--- src/rtl/ycbcr_src_sched.sv ---
// ycbcr_src_sched: frame-level arbiter sharing one RGB565->YCbCr converter between two sources
// Ports: clk, rst_n (async, active low); s0_*/s1_* vsync/hsync/de/rgb source inputs;
//   sel_req requested source; pipe_* converter feed; cur_src granted source; out_src grant
//   aligned to converter output; busy while draining or waiting for start of frame;
//   frame_done end-of-frame pulse; frame_width/frame_height geometry of last forwarded frame.
module ycbcr_src_sched #(
  parameter int PIPE_LAT = 3,
  parameter int H_W      = 12,
  parameter int V_W      = 11
) (
  input  logic           clk,
  input  logic           rst_n,
  input  logic           s0_vsync,
  input  logic           s0_hsync,
  input  logic           s0_de,
  input  logic [15:0]    s0_rgb,
  input  logic           s1_vsync,
  input  logic           s1_hsync,
  input  logic           s1_de,
  input  logic [15:0]    s1_rgb,
  input  logic           sel_req,
  output logic           pipe_vsync,
  output logic           pipe_hsync,
  output logic           pipe_de,
  output logic [15:0]    pipe_rgb,
  output logic           cur_src,
  output logic           out_src,
  output logic           busy,
  output logic           frame_done,
  output logic [H_W-1:0] frame_width,
  output logic [V_W-1:0] frame_height
);
  typedef enum logic [1:0] {IDLE, WAIT_SOF, RUN, DRAIN} state_t;
  localparam int DW = $clog2(PIPE_LAT + 1);
  state_t state;
  logic tgt, s0_vs_q, s1_vs_q, pipe_de_q, src, sv, sh, sd, rise, de_fall;
  logic [15:0] srgb;
  logic [H_W-1:0] hcnt, hcnt_nxt, line_w, line_nxt;
  logic [V_W-1:0] vcnt, vcnt_nxt;
  logic [DW-1:0] dcnt;
  logic [PIPE_LAT-1:0] src_sr;
  // Before the grant is confirmed in RUN, the pending target is the only source watched.
  always_comb begin
    src      = state == RUN ? cur_src : tgt;
    sv       = src ? s1_vsync : s0_vsync;
    sh       = src ? s1_hsync : s0_hsync;
    sd       = src ? s1_de : s0_de;
    srgb     = src ? s1_rgb : s0_rgb;
    rise     = sv & ~(src ? s1_vs_q : s0_vs_q);
    de_fall  = pipe_de_q & ~pipe_de;
    hcnt_nxt = de_fall ? '0 : hcnt + H_W'(pipe_de & ~&hcnt);
    line_nxt = de_fall ? hcnt : line_w;
    vcnt_nxt = vcnt + V_W'(de_fall & ~&vcnt);
  end
  assign busy    = state == DRAIN || state == WAIT_SOF;
  assign out_src = src_sr[PIPE_LAT-1];
  always_ff @(posedge clk or negedge rst_n) begin
    if (!rst_n) begin
      state        <= IDLE;
      tgt          <= 1'b0;
      cur_src      <= 1'b0;
      s0_vs_q      <= 1'b0;
      s1_vs_q      <= 1'b0;
      pipe_de_q    <= 1'b0;
      pipe_vsync   <= 1'b0;
      pipe_hsync   <= 1'b0;
      pipe_de      <= 1'b0;
      pipe_rgb     <= '0;
      frame_done   <= 1'b0;
      frame_width  <= '0;
      frame_height <= '0;
      hcnt         <= '0;
      vcnt         <= '0;
      line_w       <= '0;
      dcnt         <= '0;
      src_sr       <= '0;
    end else begin
      s0_vs_q    <= s0_vsync;
      s1_vs_q    <= s1_vsync;
      pipe_de_q  <= pipe_de;
      src_sr     <= PIPE_LAT'({src_sr, cur_src});
      frame_done <= 1'b0;
      {pipe_vsync, pipe_hsync, pipe_de, pipe_rgb} <= '0;
      case (state)
        IDLE: begin
          tgt   <= sel_req;
          state <= WAIT_SOF;
        end
        WAIT_SOF: begin
          cur_src <= tgt;
          hcnt    <= '0;
          vcnt    <= '0;
          line_w  <= '0;
          if (rise) begin
            state <= RUN;
            {pipe_vsync, pipe_hsync, pipe_de, pipe_rgb} <= {sv, sh, sd, srgb};
          end
        end
        RUN: begin
          if (rise) begin
            // A line ending on the boundary cycle is folded into the reported geometry.
            frame_done   <= 1'b1;
            frame_width  <= line_nxt;
            frame_height <= vcnt_nxt;
            hcnt         <= '0;
            vcnt         <= '0;
            line_w       <= '0;
            if (sel_req == cur_src) begin
              {pipe_vsync, pipe_hsync, pipe_de, pipe_rgb} <= {sv, sh, sd, srgb};
            end else begin
              tgt   <= sel_req;
              dcnt  <= '0;
              state <= DRAIN;
            end
          end else begin
            {pipe_vsync, pipe_hsync, pipe_de, pipe_rgb} <= {sv, sh, sd, srgb};
            hcnt   <= hcnt_nxt;
            line_w <= line_nxt;
            vcnt   <= vcnt_nxt;
          end
        end
        DRAIN: begin
          dcnt <= dcnt + DW'(1);
          if (dcnt == DW'(PIPE_LAT - 1)) state <= WAIT_SOF;
        end
        default: state <= IDLE;
      endcase
    end
  end
endmodule

--- config.mk ---
export PLATFORM = sky130hd
export DESIGN_NAME = ycbcr_src_sched
export DESIGN_NICKNAME = d
export VERILOG_FILES = /design/src/rtl/ycbcr_src_sched.sv
export SDC_FILE = /design/constraint.sdc
export NUM_CORES = 1
export LEC_CHECK = 0
export ABC_AREA = 1
export ABC_CLOCK_PERIOD_IN_PS = 2000
export CAP_MARGIN = 15
export CORE_AREA = 3 3 86 121
export DETAILED_ROUTE_END_ITERATION = 10
export DIE_AREA = 0 0 89 124
export PLACE_DENSITY = 0.75
export SLEW_MARGIN = 20
export SYNTH_ARGS = -nofsm -noshare
export SYNTH_HDL_FRONTEND = slang
export SYNTH_SLANG_ARGS = --single-unit
export TNS_END_PERCENT = 5
--- constraint.sdc ---
create_clock -name clk -period 2 [get_ports clk]
set_clock_uncertainty 0.05 [all_clocks]
set_input_delay 0.2 -clock clk [delete_from_list [all_inputs] [get_ports clk]]
set_output_delay 0.2 -clock clk [all_outputs]
set_load 0.03 [all_outputs]
==> metrics.csv, run 1 <==
metric,value,unit
Pwr per Cell Area,1386,mW/mm^2
Die Wd,89,um
slew at the pin closest to its max-slew limit,0.4951,ns
Bufs on Longest Clock Path,2,
CTS Buf Count,9,
final hold slack,0.2995,ns
CP Capture Type,flip-flop,
I/O Buffers,86,
Async SR Flop Fraction,1.000,
"FF+latch count, synth",90,
top_reg_cell synth,dfrtp_1,
most frequent cells in the layout,"125 x nand2_1, 89 x dfrtp_1, 84 x clkdlybuf4s50_1",
dpl hpwl,7796,um
CP Cell Sequence,"nand2_2, nor2_4, nand4_1, o31ai_1, inv_1, ha_2, ha_4, inv_2, nor2_2, nand3_1, xor2_1, o21ai_0",
drt first-iter violations,223,
final wirelength,11220,um
maximum clock rate,482.6,MHz
Final Hold Viols,0,
CORE AREA,0.009407,mm^2
share of layout cells above drive strength 1,0.1451,
Nets,680,
Slew HR,0.6699,
CTS tree,done,
peak supply drop,1.014,mV
Post-route DRC,0,
Startpoint Class,flip-flop,
Reg2Reg Depth,12,
H-tree levels,3,
vias in the first global route,3921,
status,finished with violations,
Leakage,2.762,nW
# Max-Cap Violations,0,
Cells after Synth,518,
Routed Antenna Nets,0,
Slowest cell on crit path,dfrtp_1,
WL per Instance,15.08,um
DRT Pass-1 Iters,5,
total grt overflow,0,
num ports,87,
first-pass GRT wire length,17670,um
Worst-Skew Late Latency,0.34,ns
Max Fanout on Critical Path,3,
Std-Cell Rows,42,
fin worst setup slack,-0.07206,ns
final core utilization,0.6316,
YS warnings,0,
RSZ-0062 raised after global routing,yes,
diodes inserted,0,
clock slew at reported path FFs,0.06,ns
Tmin final,2.072,ns
initial cell density of the core,0.4661,
root buf cell,clkbuf_16,
global-route usage over all layers,0.2049,
Clock Sinks,90,
max-slew violation count,0,
antenna violations before repair,0,
Post-Syn Area,0.004384,mm^2
Reg2Reg Setup Slack,-0.07,ns
CP required,2.17,ns
"EDFF count, synth",0,
total number of vias,3871,
Die H,124,um
Layout fillers,776,
hold crit path type,reg -> reg,
footprint of the multi-input gates,0.001871,mm^2
setup tns final,-0.2320,ns
setup violators final,5,
failing checks,negative setup slack,
vias per cell,5.203,
pin count of the biggest net entering global routing,48,
layout overhead on the synthesized area,35.50,%
Tcrit/Tclk final,1.036,
gpl congestion,0.8480,
post-synthesis sequential area ratio,0.5137,
Crit path largest cell delay,0.37,ns
Sequential Area,0.002253,mm^2
critical path arrival,2.24,ns
"Avg Cell Area, Syn",8.464,um^2
crit path kind,reg -> reg,
hold path depth,0,
Netlist cell types,28,
Die ar.,0.01104,mm^2
"commonest non-fill, non-tap cell in the layout",nand2_1,
Syn Nets,569,
path summary, 6_finish.rpt:
kind                                startpoint                           to
min in group asynchronous                rst_n        line_w[0]$_DFFE_PN0P_
min                        src_sr[1]$_DFF_PN0_          src_sr[2]$_DFF_PN0_
max                        vcnt[4]$_DFFE_PN0P_  frame_height[6]$_DFFE_PN0P_
max reg2reg                vcnt[4]$_DFFE_PN0P_  frame_height[6]$_DFFE_PN0P_
min reg2reg                src_sr[1]$_DFF_PN0_          src_sr[2]$_DFF_PN0_
max in group asynchronous                rst_n  frame_height[5]$_DFFE_PN0P_
state kept, by name, indices dropped and copies added, names as in the netlist:
| signal | flops |
|---|---|
| frame_done | 1 |
| cur_src | 1 |
| hcnt | 12 |
| pipe_hsync | 1 |
| frame_height | 11 |
| dcnt | 2 |
| pipe_de | 1 |
| s0_vs_q | 1 |
| frame_width | 12 |
| state | 2 |
| src_sr | 3 |
| vcnt | 11 |
| tgt | 1 |
| s1_vs_q | 1 |
| line_w | 12 |
| pipe_rgb | 16 |
| pipe_de_q | 1 |
| pipe_vsync | 1 |
cell type report:
class | instances | area share
clock inverter | 4 | 0.008425
multi-input combinational | 346 | 0.3149
timing repair buffer | 121 | 0.1925
tap | 110 | 0.02317
sequential | 90 | 0.3793
inverter | 61 | 0.03854
clock buffer | 12 | 0.04318
worst max-delay path, delay by kind of cell (launching register included):
family,cells,cell delay (ns)
xor gates and xnor gates,1,0.22
AOI/OAI and AO/OA,2,0.36
and+or+nand+nor,5,0.46
buffers and inverters,2,0.12
adders and majority gates,2,0.38
DFF,1,0.37
metrics by stage:
stage / power [mW] / cell area, um^2 / instances / worst slack, ns
after floorplan: 5.069 / 4400 / 518 / 0.005200
final: 8.235 / 5941 / 744 / -0.07206
after detailed placement: 6.369 / 5460 / 719 / -0.08275
after global placement: 6.291 / 5460 / 719 / 0.05156
after global routing: 8.777 / 5941 / 744 / -0.1824
after CTS: 8.122 / 5778 / 736 / -0.06637
Yosys cell counts, drive strengths merged (3+ instances only):
cell / number / area, um^2
o21ai: 70 / 350.3
xor2: 10 / 87.58
nand2: 138 / 568.0
nor2: 34 / 127.6
ha: 10 / 125.1
dfrtp: 90 / 2252
nor3: 21 / 105.1
nand3: 22 / 152.7
buf: 15 / 131.4
a21oi: 26 / 130.1
clkbuf: 8 / 30.03
inv: 61 / 229.0
nand4: 3 / 18.77
what timing repair did:
action,CTS,global route
resized for setup,4,33
gates cloned,0,2
pin swaps,1,12
setup buffers,0,6
hold endpoints to repair,35,0
hold buffers,1,0
endpoints found under the setup margin,9,68
metal layers:
layer	track usage	wire, um
met5	0	0
met4	0.08752	277
met3	0.04765	478
met2	0.3485	5894
met1	0.2458	4567
power breakdown:
| group | internal [mW] | switching, mW | total, mW |
|---|---|---|---|
| clock network | 1.03 | 0.683 | 1.72 |
| registers | 2.20 | 0.189 | 2.39 |
| logic | 1.47 | 2.66 | 4.13 |
cells by family after synthesis:
kind of cell | Yosys count | synth area share
buf+inv | 84 | 0.08904
simple gates | 220 | 0.2246
flops | 90 | 0.5137
fa+ha+maj | 10 | 0.02854
xor+xnor | 12 | 0.02397
compound gates | 100 | 0.1156
mux | 2 | 0.004566
(Power assumes the default switching activity.)
==> inputs of run 2 (changes only) <==
ABC_AREA = unset   (was 1)
PLACE_DENSITY = 0.74   (was 0.75)
==> metrics.csv, run 2 <==
metric,value,unit,change
Async SR Flop Fraction,1.000,,unchanged
Post-route DRC,0,,unchanged
Layout fillers,741,,was 776
hold crit path type,reg -> reg,,unchanged
CTS Buf Count,9,,unchanged
M1 GR Usage,0.2231,,was 0.2458
Slowest cell on crit path,or4_4,,was dfrtp_1
Std-Cell Rows,42,,unchanged
status,finished with violations,,unchanged
peak supply drop,0.7978,mV,was 1.014 mV
Pwr per Cell Area,1155,mW/mm^2,was 1386 mW/mm^2
Final Hold Viols,0,,unchanged
Top delay family on crit path,simple AND/OR/NAND/NOR gates,,unchanged
most frequent cells in the layout,"89 x dfrtp_1, 84 x clkdlybuf4s50_1, 55 x buf_4",,"was 125 x nand2_1, 89 x dfrtp_1, 84 x clkdlybuf4s50_1"
fin worst setup slack,-0.08546,ns,was -0.07206 ns
"Avg Cell Area, Syn",10.69,um^2,was 8.464 um^2
DRT Pass-1 Iters,4,,was 5
maximum clock rate,479.5,MHz,was 482.6 MHz
H-tree levels,3,,unchanged
num ports,87,,unchanged
Slew HR,0.5180,,was 0.6699
busiest layer in global routing,met2,,unchanged
Worst R2R Start,hcnt[4]$_DFFE_PN0P_,,was vcnt[4]$_DFFE_PN0P_
Reg2Reg Depth,8,,was 12
Worst-Skew Late Latency,0.34,ns,about the same
Startpoint Class,flip-flop,,unchanged
"FF+latch count, synth",90,,unchanged
share of layout cells above drive strength 1,0.1996,,was 0.1451
failing checks,negative setup slack,,unchanged
Cells after Synth,401,,was 518
Tcrit/Tclk final,1.043,,was 1.036
Clock Sinks,90,,unchanged
pin count of the biggest net entering global routing,44,,was 48
CP bufs+invs,0,,was 2
post-synthesis sequential area ratio,0.5255,,was 0.5137
setup violators final,6,,was 5
Crit path largest cell delay,0.42,ns,was 0.37 ns
total number of vias,3482,,was 3871
I/O Buffers,86,,unchanged
top_reg_cell synth,dfrtp_1,,unchanged
final wirelength,9823,um,was 11220 um
first-pass GRT wire length,16170,um,was 17670 um
"EDFF count, synth",0,,unchanged
WL per Instance,15.21,um,was 15.08 um
"commonest non-fill, non-tap cell in the layout",dfrtp_1,,was nand2_1
Die Wd,89,um,unchanged
drt first-iter violations,183,,was 223
M2 GR Usage,0.3164,,was 0.3485
YS warnings,0,,unchanged
gpl congestion,0.8509,,was 0.8480
setup tns final,-0.2308,ns,was -0.2320 ns
dpl hpwl,7183,um,was 7796 um
Die H,124,um,unchanged
vias per cell,5.390,,was 5.203
Nets,582,,was 680
CP required,2.23,ns,was 2.17 ns
RSZ-0062 raised after global routing,yes,,unchanged
CTS tree,done,,unchanged
post-route design area,0.006097,mm^2,was 0.005941 mm^2
Leakage,2.742,nW,was 2.762 nW
# Max-Cap Violations,0,,unchanged
Hold Startpoint,src_sr[1]$_DFF_PN0_,,unchanged
max reg flops,16,,unchanged
synth cell count leaders,"90 x dfrtp_1, 34 x nand2_1, 34 x o21ai_1",,"was 130 x nand2_1, 90 x dfrtp_1, 61 x inv_1"
vias in the first global route,3474,,was 3921
CP Launch Point,hcnt[4]$_DFFE_PN0P_,,was vcnt[4]$_DFFE_PN0P_
global-route usage over all layers,0.1879,,was 0.2049
root buf cell,clkbuf_16,,unchanged
post-synth top area cell,dfrtp_1,,unchanged
clock slew at reported path FFs,0.07,ns,was 0.06 ns
diodes inserted,0,,unchanged
Power Total,7.042,mW,was 8.235 mW
max-slew violation count,0,,unchanged
critical path arrival,2.31,ns,was 2.24 ns
Largest Register,pipe_rgb,,unchanged
antenna violations before repair,0,,unchanged
crit path kind,reg -> reg,,unchanged
Bufs on Longest Clock Path,2,,unchanged
Levels on crit path,8,,was 12
Syn Nets,452,,was 569
Netlist cell types,50,,was 28
CP Capture Type,flip-flop,,unchanged
Tmin final,2.085,ns,was 2.072 ns
Area after DPL,0.005665,mm^2,was 0.005460 mm^2
M3 GR Usage,0.06353,,was 0.04765
slew at the pin closest to its max-slew limit,0.7191,ns,was 0.4951 ns
hold path depth,0,,unchanged
CP Cell Sequence,"nand4_4, nor4_4, a41oi_2, ha_2, nand4_1, or4_4, or4_1, nand3_1",,"was nand2_2, nor2_4, nand4_1, o31ai_1, inv_1, ha_2, ha_4, inv_2, nor2_2, nand3_1, xor2_1, o21ai_0"
cell with the most instances after synthesis,dfrtp_1,,was nand2_1
total grt overflow,0,,unchanged
"top cells by area, synth","dfrtp_1 53%, mux2i_1 7.7%, a22o_1 4.7%, o21ai_1 4.0%, nor3_1 3.5%",,"was dfrtp_1 51%, nand2_1 11%, o21ai_0 5.7%, inv_1 5.2%, a21oi_1 3.0%"
CORE AREA,0.009407,mm^2,unchanged
layout overhead on the synthesized area,42.28,%,was 35.50%
Routed Antenna Nets,0,,unchanged
Post-Syn Area,0.004285,mm^2,was 0.004384 mm^2
initial cell density of the core,0.4556,,was 0.4661
final hold slack,0.2969,ns,was 0.2995 ns
Max Fanout on Critical Path,2,,was 3
Die ar.,0.01104,mm^2,unchanged
Yosys top cell area share,0.5255,,was 0.5137
==> run 2: cell count changes after synthesis, sizes merged, moves of 6 or more <==
cell	previous run	this run
a21oi	26	8
a22o	0	23
inv	61	11
mux2i	2	33
nand2	138	34
nand3	22	13
nor2	34	18
nor3	21	30
o21ai	70	40
o2bb2ai	0	6
xnor2	2	9
xor2	10	1
==> run 2: kinds of logic (layout without fill, tap and decap cells) <==
family,after synthesis,count (layout),share of synthesized area
adder cells (fa/ha/maj),10,10,0.02920
multiplexers,37,37,0.08759
flip-flops,90,90,0.5255
XOR/XNOR,10,10,0.02044
buffers and inverters,36,171,0.03796
AND/OR/NAND/NOR,132,132,0.1655
AO/OA/AOI/OAI,86,86,0.1337
==> run 2: repair_timing <==
action / in CTS / in global routing
buffers inserted: 0 / 3
pin swaps: 2 / 3
hold buffers: 1 / 0
endpoints found under the hold margin: 40 / 0
gates resized for setup: 5 / 13
endpoints found under the setup margin: 29 / 49
==> run 2: area by class of cell <==
cell class / instances / area, um^2 / share of cell area
Sequential cell: 90 / 2253 / 0.3696
Multi-Input combinational cell: 275 / 2011 / 0.3298
Timing Repair Buffer: 143 / 1309 / 0.2147
Clock buffer: 10 / 239.0 / 0.03920
Tap cell: 110 / 137.6 / 0.02257
Clock inverter: 6 / 88.84 / 0.01457
Inverter: 12 / 58.81 / 0.009645
==> run 2: final timing paths <==
path | endpoint | slack (ns)
max | hcnt[11]$_DFFE_PN0P_ | -0.09
min | src_sr[2]$_DFF_PN0_ | 0.30
max reg2reg | hcnt[11]$_DFFE_PN0P_ | -0.09
min reg2reg | src_sr[2]$_DFF_PN0_ | 0.30
max in group asynchronous | pipe_de$_DFF_PN0_ | 0.98
min in group asynchronous | frame_width[4]$_DFFE_PN0P_ | 0.34
==> run 2: through the flow <==
stage / std cells / util / worst slack [ns]
after floorplan: 401 / - / -0.1249
after global placement: 626 / 0.6018 / -0.2686
after detailed placement: 626 / 0.6023 / -0.1744
after CTS: 643 / 0.6399 / -0.1669
after global routing: 646 / 0.6482 / -0.1530
final: 646 / 0.6482 / -0.08546
==> run 2: power breakdown <==
group | switching [mW] | internal [mW] | total [mW]
logic | 1.76 | 1.27 | 3.03
clock network | 0.722 | 1.13 | 1.85
registers | 0.110 | 2.05 | 2.16
==> run 2: metal layers <==
metal | vias up | share of wire
met1 | 1646 | 0.41
met5 | - | 0
li1 | 1715 | -
met2 | 111 | 0.50
met3 | 10 | 0.075
met4 | 0 | 0.014
